<file path="src/rtl/button_debounce_multi.sv">
// Multi-channel button conditioner: 2-flop synchroniser, stability counter, press/release strobes.
// Typematic auto-repeat strobes are built only when BUTTON_DEBOUNCE_AUTOREPEAT_EN is defined.
module button_debounce_multi #(
  parameter int unsigned CHANNELS    = 5,
  parameter int unsigned NR_OF_CLKS  = 4096,
  parameter int unsigned HOLD_CLKS   = 25000000,
  parameter int unsigned REPEAT_CLKS = 5000000
) (
  input  logic                i_clk,
  input  logic                i_rst_n,
  input  logic [CHANNELS-1:0] i_sig,
  output logic [CHANNELS-1:0] o_level,
  output logic [CHANNELS-1:0] o_press,
  output logic [CHANNELS-1:0] o_rel,
  output logic [CHANNELS-1:0] o_rpt,
  output logic                o_any_evt
);

  localparam int unsigned CntW = (NR_OF_CLKS > 1) ? $clog2(NR_OF_CLKS) : 1;
  localparam logic [CntW-1:0] CntMax = CntW'(NR_OF_CLKS - 1);

`ifdef BUTTON_DEBOUNCE_AUTOREPEAT_EN
  localparam int unsigned HoldW  = (HOLD_CLKS > 1) ? $clog2(HOLD_CLKS) : 1;
  localparam int unsigned RepW   = (REPEAT_CLKS > 1) ? $clog2(REPEAT_CLKS) : 1;
  localparam int unsigned RcntW  = (HoldW > RepW) ? HoldW : RepW;
  localparam logic [RcntW-1:0] HoldMax = RcntW'(HOLD_CLKS - 1);
  localparam logic [RcntW-1:0] RepMax  = RcntW'(REPEAT_CLKS - 1);

  typedef enum logic [1:0] {StIdle, StHold, StRepeat} rpt_state_e;
`else
  logic w_unused_cfg;
  assign w_unused_cfg = ^{HOLD_CLKS, REPEAT_CLKS};
`endif

  for (genvar g = 0; g < CHANNELS; g++) begin : g_ch
    logic            r_s1;
    logic            r_s2;
    logic            r_last;
    logic [CntW-1:0] r_cnt;
    logic            r_level;
    logic            r_press;
    logic            r_rel;
    logic            w_level_d;

    // The level follows s2 only once it has been stable for the full count.
    always_comb begin
      w_level_d = r_level;
      if ((r_s2 == r_last) && (r_cnt == CntMax)) begin
        w_level_d = r_last;
      end
    end

    always_ff @(posedge i_clk or negedge i_rst_n) begin
      if (!i_rst_n) begin
        r_s1    <= 1'b0;
        r_s2    <= 1'b0;
        r_last  <= 1'b0;
        r_cnt   <= '0;
        r_level <= 1'b0;
        r_press <= 1'b0;
        r_rel   <= 1'b0;
      end else begin
        r_s1 <= i_sig[g];
        r_s2 <= r_s1;
        if (r_s2 != r_last) begin
          r_last <= r_s2;
          r_cnt  <= '0;
        end else if (r_cnt != CntMax) begin
          r_cnt <= r_cnt + 1'b1;
        end
        r_level <= w_level_d;
        r_press <= w_level_d & ~r_level;
        r_rel   <= ~w_level_d & r_level;
      end
    end

    assign o_level[g] = r_level;
    assign o_press[g] = r_press;
    assign o_rel[g]   = r_rel;

`ifdef BUTTON_DEBOUNCE_AUTOREPEAT_EN
    rpt_state_e       r_state;
    logic [RcntW-1:0] r_rcnt;
    logic             r_rpt;

    // HOLD is entered on the same edge that raises press, so the press cycle has rcnt=0.
    always_ff @(posedge i_clk or negedge i_rst_n) begin
      if (!i_rst_n) begin
        r_state <= StIdle;
        r_rcnt  <= '0;
        r_rpt   <= 1'b0;
      end else begin
        r_rpt <= 1'b0;
        if (!w_level_d) begin
          r_state <= StIdle;
          r_rcnt  <= '0;
        end else begin
          case (r_state)
            StIdle: begin
              if (!r_level) begin
                r_state <= StHold;
                r_rcnt  <= '0;
              end
            end
            StHold: begin
              if (r_rcnt == HoldMax) begin
                r_rpt   <= 1'b1;
                r_rcnt  <= '0;
                r_state <= StRepeat;
              end else begin
                r_rcnt <= r_rcnt + 1'b1;
              end
            end
            StRepeat: begin
              if (r_rcnt == RepMax) begin
                r_rpt  <= 1'b1;
                r_rcnt <= '0;
              end else begin
                r_rcnt <= r_rcnt + 1'b1;
              end
            end
            default: begin
              r_state <= StIdle;
              r_rcnt  <= '0;
            end
          endcase
        end
      end
    end

    assign o_rpt[g] = r_rpt;
`else
    assign o_rpt[g] = 1'b0;
`endif
  end

  assign o_any_evt = |(o_press | o_rpt);

endmodule

</file>
<file path="config.mk">
export PLATFORM = sky130hd
export DESIGN_NAME = button_debounce_multi
export DESIGN_NICKNAME = d
export VERILOG_FILES = /design/src/rtl/button_debounce_multi.sv
export SDC_FILE = /design/constraint.sdc
export NUM_CORES = 1
export LEC_CHECK = 0
export ABC_AREA = 1
export CAP_MARGIN = 10
export CORE_ASPECT_RATIO = 1.1
export CORE_MARGIN = 2
export CORE_UTILIZATION = 30
export DETAILED_ROUTE_END_ITERATION = 8
export GPL_TIMING_DRIVEN = 1
export HOLD_SLACK_MARGIN = 0.1
export PLACE_DENSITY = 0.5
export SYNTH_ARGS = -nofsm -noshare
export SYNTH_HDL_FRONTEND = slang
export SYNTH_SLANG_ARGS = --single-unit
</file>
<file path="constraint.sdc">
create_clock -name i_clk -period 1.5 [get_ports i_clk]
set_input_delay 0.225 -clock i_clk [delete_from_list [all_inputs] [get_ports i_clk]]
set_output_delay 0.225 -clock i_clk [all_outputs]
set_load 0.02 [all_outputs]
</file>
# Yosys cells after proc, flatten, opt, wreduce, memory -nomap -nowiden
# Index checks and enable logic that the tools add are counted.
dict set report op_classes {
  eq_ne 20
  add_sub_neg 5
  bitwise_logic 20
  n_reduce_logical 11
  muxes 15
}
# op n
set op_table {}
lappend op_table {{$mux 12} 10}
lappend op_table {{$add 12x1->12 const B} 5}
lappend op_table {{$eq 12x12->1 const B} 5}
lappend op_table {{$ne 12x12->1 const B} 5}
lappend op_table {{$and 1x1->1} 10}
lappend op_table {{$not 1->1} 10}
lappend op_table {{$reduce_bool 2->1} 5}
lappend op_table {{$eq 1x1->1} 5}
lappend op_table {{$logic_and 1x1->1} 5}
lappend op_table {{$mux 1} 5}
lappend op_table {{$ne 1x1->1} 5}
lappend op_table {{$reduce_or 5->1} 1}
dict set report totals {
  out_inout_bits 21
  regBits 90
}

# Logic depth before layout (Yosys ltp)
dict set report depth {
  ltp_word 5
  depth_mapped 8
  ltp_nobuf 8
}

# Least setup slack after synthesis
# OpenSTA, ideal clock, no wires.
dict set report synth_path {
  path_kind {register -> register}
  startpoint {register g_ch[0].r_cnt[0]}
  endpoint {register g_ch[0].r_level}
  path_slack_ns 0.146
  setup_time_ns 0.117
  stages_incl_launch_ff 9
  n_path_buf 0
  t_required_ns 1.383
  t_arrival_ns 1.237
  cell_sequence {dfrtp_1 > ha_1 > nand2_2 > nor2_2 > nand2_2 > nor2_4 > nand2_4 > nand2_1 > nand2_1}
}
dict set report synth_between {
  elab_chain_len 3
}
# item line_no
set synth_rtl {}
lappend synth_rtl {{start, declared} 39} ;# logic [CntW-1:0] r_cnt;
lappend synth_rtl {{start signal, assigned} 69} ;# r_cnt <= r_cnt + 1'b1;
lappend synth_rtl {{$eq 12x12->1} 48} ;# if ((r_s2 == r_last) && (r_cnt == CntMax)) begin
lappend synth_rtl {{$logic_and 1x1->1} 48}
lappend synth_rtl {{$mux 1} 48}
lappend synth_rtl {{net g_ch[0].w_level_d} 43} ;# logic w_level_d;
lappend synth_rtl {{end signal, assigned} 71} ;# r_level <= w_level_d;
lappend synth_rtl {{end, declared} 40} ;# logic r_level;
# The timed path passes the listed nets, and every way through them passes these cells.
# A chain may end at the register's enable or synchronous reset.

# Final worst setup path
dict set report layout_path {
  startpoint {register g_ch[2].r_cnt[1]}
  endpoint {register g_ch[2].r_level}
}
dict set report layout_between {
  elab_chain_len 3
}
# item line_no
set layout_rtl {}
lappend layout_rtl {{start, declared} 39}
lappend layout_rtl {{start signal, assigned} 69}
lappend layout_rtl {{$eq 12x12->1} 48}
lappend layout_rtl {{$logic_and 1x1->1} 48}
lappend layout_rtl {{$mux 1} 48}
lappend layout_rtl {{net g_ch[2].w_level_d} 43}
lappend layout_rtl {{end signal, assigned} 71}
lappend layout_rtl {{end, declared} 40}
# The timed path passes the listed nets, and every way through them passes these cells.

==> flow_metrics.tcl <==
set metrics [dict create \
    power_switching_w 0.00129 \
    ys_top_cells_by_area "dfrtp_1 48%, nand2_1 12%, nand3_1 7.8%, nor2_1 4.9%, inv_1 4.5%" \
    first_global_vias 3464 \
    dp_hpwl_um 6910 \
    insertion_delay_ns 0.34 \
    p_total_w 0.00537 \
    ys_seq_area_frac 0.481 \
    final-setup-viol-count 0 \
    p_leak_nw 2.78 \
    critPathLaunchType "register" \
    port_buffers 22 \
    sw_frac_of_total 0.240 \
    rrSetupSlack_ns 0.06 \
    fin_nets 613 \
    layout-drive-gt1-share 0.157 \
    yosys.area.top_type_share 0.481 \
    yosysWarnings 0 \
    ys.flop_type "dfrtp_1" \
    path_class "reg -> reg" \
    areaGrowthSynthToFinish_pct 16.8 \
    setup.worst_path.end "g_ch[2].r_level" \
    numClockSinks 90 \
    power.share.combinational 0.085 \
    ys_ff_latch 90 \
    overflow 0 \
    clock_path_buffers 2 \
    diodes 0 \
    ir_drop_mv 0.912 \
    power_density_mw_per_mm2 983 \
    fin_util 0.360 \
    cap_violations 0 \
    drv_slew 0 \
    critical_path_peak_fanout 8 \
    cts_made_buffers 9 \
    antenna_left 0 \
    routed_wirelength_um 9640 \
    synthArstFlopShare 1.00 \
    multi_input_area_mm2 0.00204 \
    hold_class "in -> async" \
    cp-startpoint "g_ch[2].r_cnt[1]" \
    regArea_mm2 0.00225 \
    yosysMostFrequentCell "nand2_1" \
    internal-power_w 0.00409 \
    routabilityCongestion 0.801 \
    grt_usage 0.123 \
    cts_tree "done" \
    vias 3650 \
    crit_arrival_ns 1.68 \
    drt_iter0_drc 170 \
    core_mm2 0.0152 \
    wl_per_cell_um 12.0 \
    power_frac_seq 0.483 \
    rows 47 \
    worst_slack_ns 0.0591 \
    cts_root_buf "clkbuf_16" \
    yosysTopAreaCell "dfrtp_1" \
    design.die.area_mm2 0.0166 \
    h-tree-depth 3 \
    hold_viol_final 0 \
    syn_inst 568 \
    cts.clk_slew.worst_paths_ns 0.06 \
    status "finished clean" \
    reg2reg_depth 8 \
    synth_cell_types 31 \
    r2r-end "g_ch[2].r_level" \
    pre_cts_slack_ns 0.0783 \
    finalCritPeriodShare 0.961 \
    rr_startpoint "g_ch[2].r_cnt[1]" \
    ios 28 \
    fmax_mhz 694 \
    syn-mean-instance-area_um2 8.24 \
    synthTopCellsByCount "148 x nand2_1, 90 x dfrtp_1, 73 x nand3_1, 61 x nor2_1, 56 x inv_1" \
    antenna_found_initial 0 \
    chipHeight_um 135 \
    hold_ws_ns 0.235 \
    p_clk_frac 0.432 \
    skew_ns 0.00536 \
    dr.pass1.iters 4 \
    grt_start_max_net_pins 40 \
    num-fill-cells 1590 \
    synth_edf_count 0 \
    initial_core_util 0.308 \
    die_x_um 123 \
    cp.required_ns 1.74 \
    period_minus_slack_ns 1.44 \
    viasPerCell 4.55 \
    drc 0 \
    critPathCaptureType "register" \
    syn_area_mm2 0.00468 \
    grt_pass1_wl_um 16000 \
]
==> worst min-delay path by stage <==
stage,end,slack (ns),cells past startpoint
detailed placement,g_ch[0].r_cnt[2],0.05,1
finish,g_ch[0].r_cnt[2],0.24,2
global placement,g_ch[0].r_cnt[5],0.05,1
floorplan,g_ch[0].r_cnt[0],-0.07,0
CTS,g_ch[0].r_cnt[2],0.23,2
global route,g_ch[0].r_cnt[5],0.24,2
==> power by group through the flow <==
| stage | Clock, W | Sequential (W) | Combinational (W) |
|---|---|---|---|
| 2_1_floorplan | 0 | 0.00263 | 0.000258 |
| 4_1_cts | 0.00242 | 0.00259 | 0.000424 |
| 3_5_place_dp | 0 | 0.00264 | 0.000421 |
| 3_3_place_gp | 0 | 0.00264 | 0.000412 |
| 5_1_grt | 0.00251 | 0.00260 | 0.000517 |
| 6_report | 0.00232 | 0.00259 | 0.000457 |
==> state kept, by name (all words and copies together) (netlist names) <==
name / flops
g_ch.r_cnt: 60
g_ch.r_last: 5
g_ch.r_level: 5
g_ch.r_press: 5
g_ch.r_rel: 5
g_ch.r_s1: 5
g_ch.r_s2: 5
==> critical path, stage by stage (launching register included) <==
cell	delay [ns]
dfrtp_1	0.39
ha_2	0.20
nand2_2	0.07
nor2_4	0.11
nand2_2	0.09
nor2_4	0.24
nand2_4	0.12
nand2_1	0.07
nand2_1	0.04
==> final cells by class <==
class | count | share of cell area
clock inverter | 4 | 0.00915
timing repair buffer | 48 | 0.0739
multi-input combinational | 394 | 0.373
tap | 196 | 0.0449
sequential | 90 | 0.412
inverter | 58 | 0.0398
clock buffer | 12 | 0.0469
==> logic make-up after synthesis <==
logic type,synth area share
and+or+nand+nor,0.346
DFF,0.481
buffers and inverters,0.0914
AOI/OAI and AO/OA,0.0500
xor gates and xnor gates,0.0174
adders and majority gates,0.0134
other,0.000801
==> repair_timing <==
action                     in CTS  in global routing
hold buffers                    1                  0
buffers inserted                0                  5
hold endpoints to repair       90                  0
resized for setup              18                  8
setup endpoints to repair      16                 10
pin swaps                       0                  3
==> metrics by stage <==
step | setup TNS [ns] | instances | area (um2)
final | 0 | 802 | 5470
after global routing | -0.0248 | 802 | 5470
after CTS | 0 | 797 | 5410
after detailed placement | 0 | 780 | 5110
after global placement | 0 | 780 | 5110
after floorplan | 0 | 572 | 4690
==> placed cells by master (no fill, tap or decap), drive strengths merged, types with 9 or more instances in the layout <==
| master | n |
|---|---|
| clkbuf | 12 |
| dlygate4sd2 | 15 |
| dfrtp | 90 |
| a21oi | 9 |
| o21ai | 15 |
| nand2 | 162 |
| inv | 58 |
| nor2 | 74 |
| nand4 | 16 |
| nand3 | 75 |
| buf | 27 |
==> metal layers <==
metal | GRT usage | routed length, um
met1 | 0.153 | 4420
met2 | 0.201 | 4600
met3 | 0.0439 | 523
met4 | 0.0379 | 93
met5 | 0 | 0
Power figures use the tool's default switching activity.
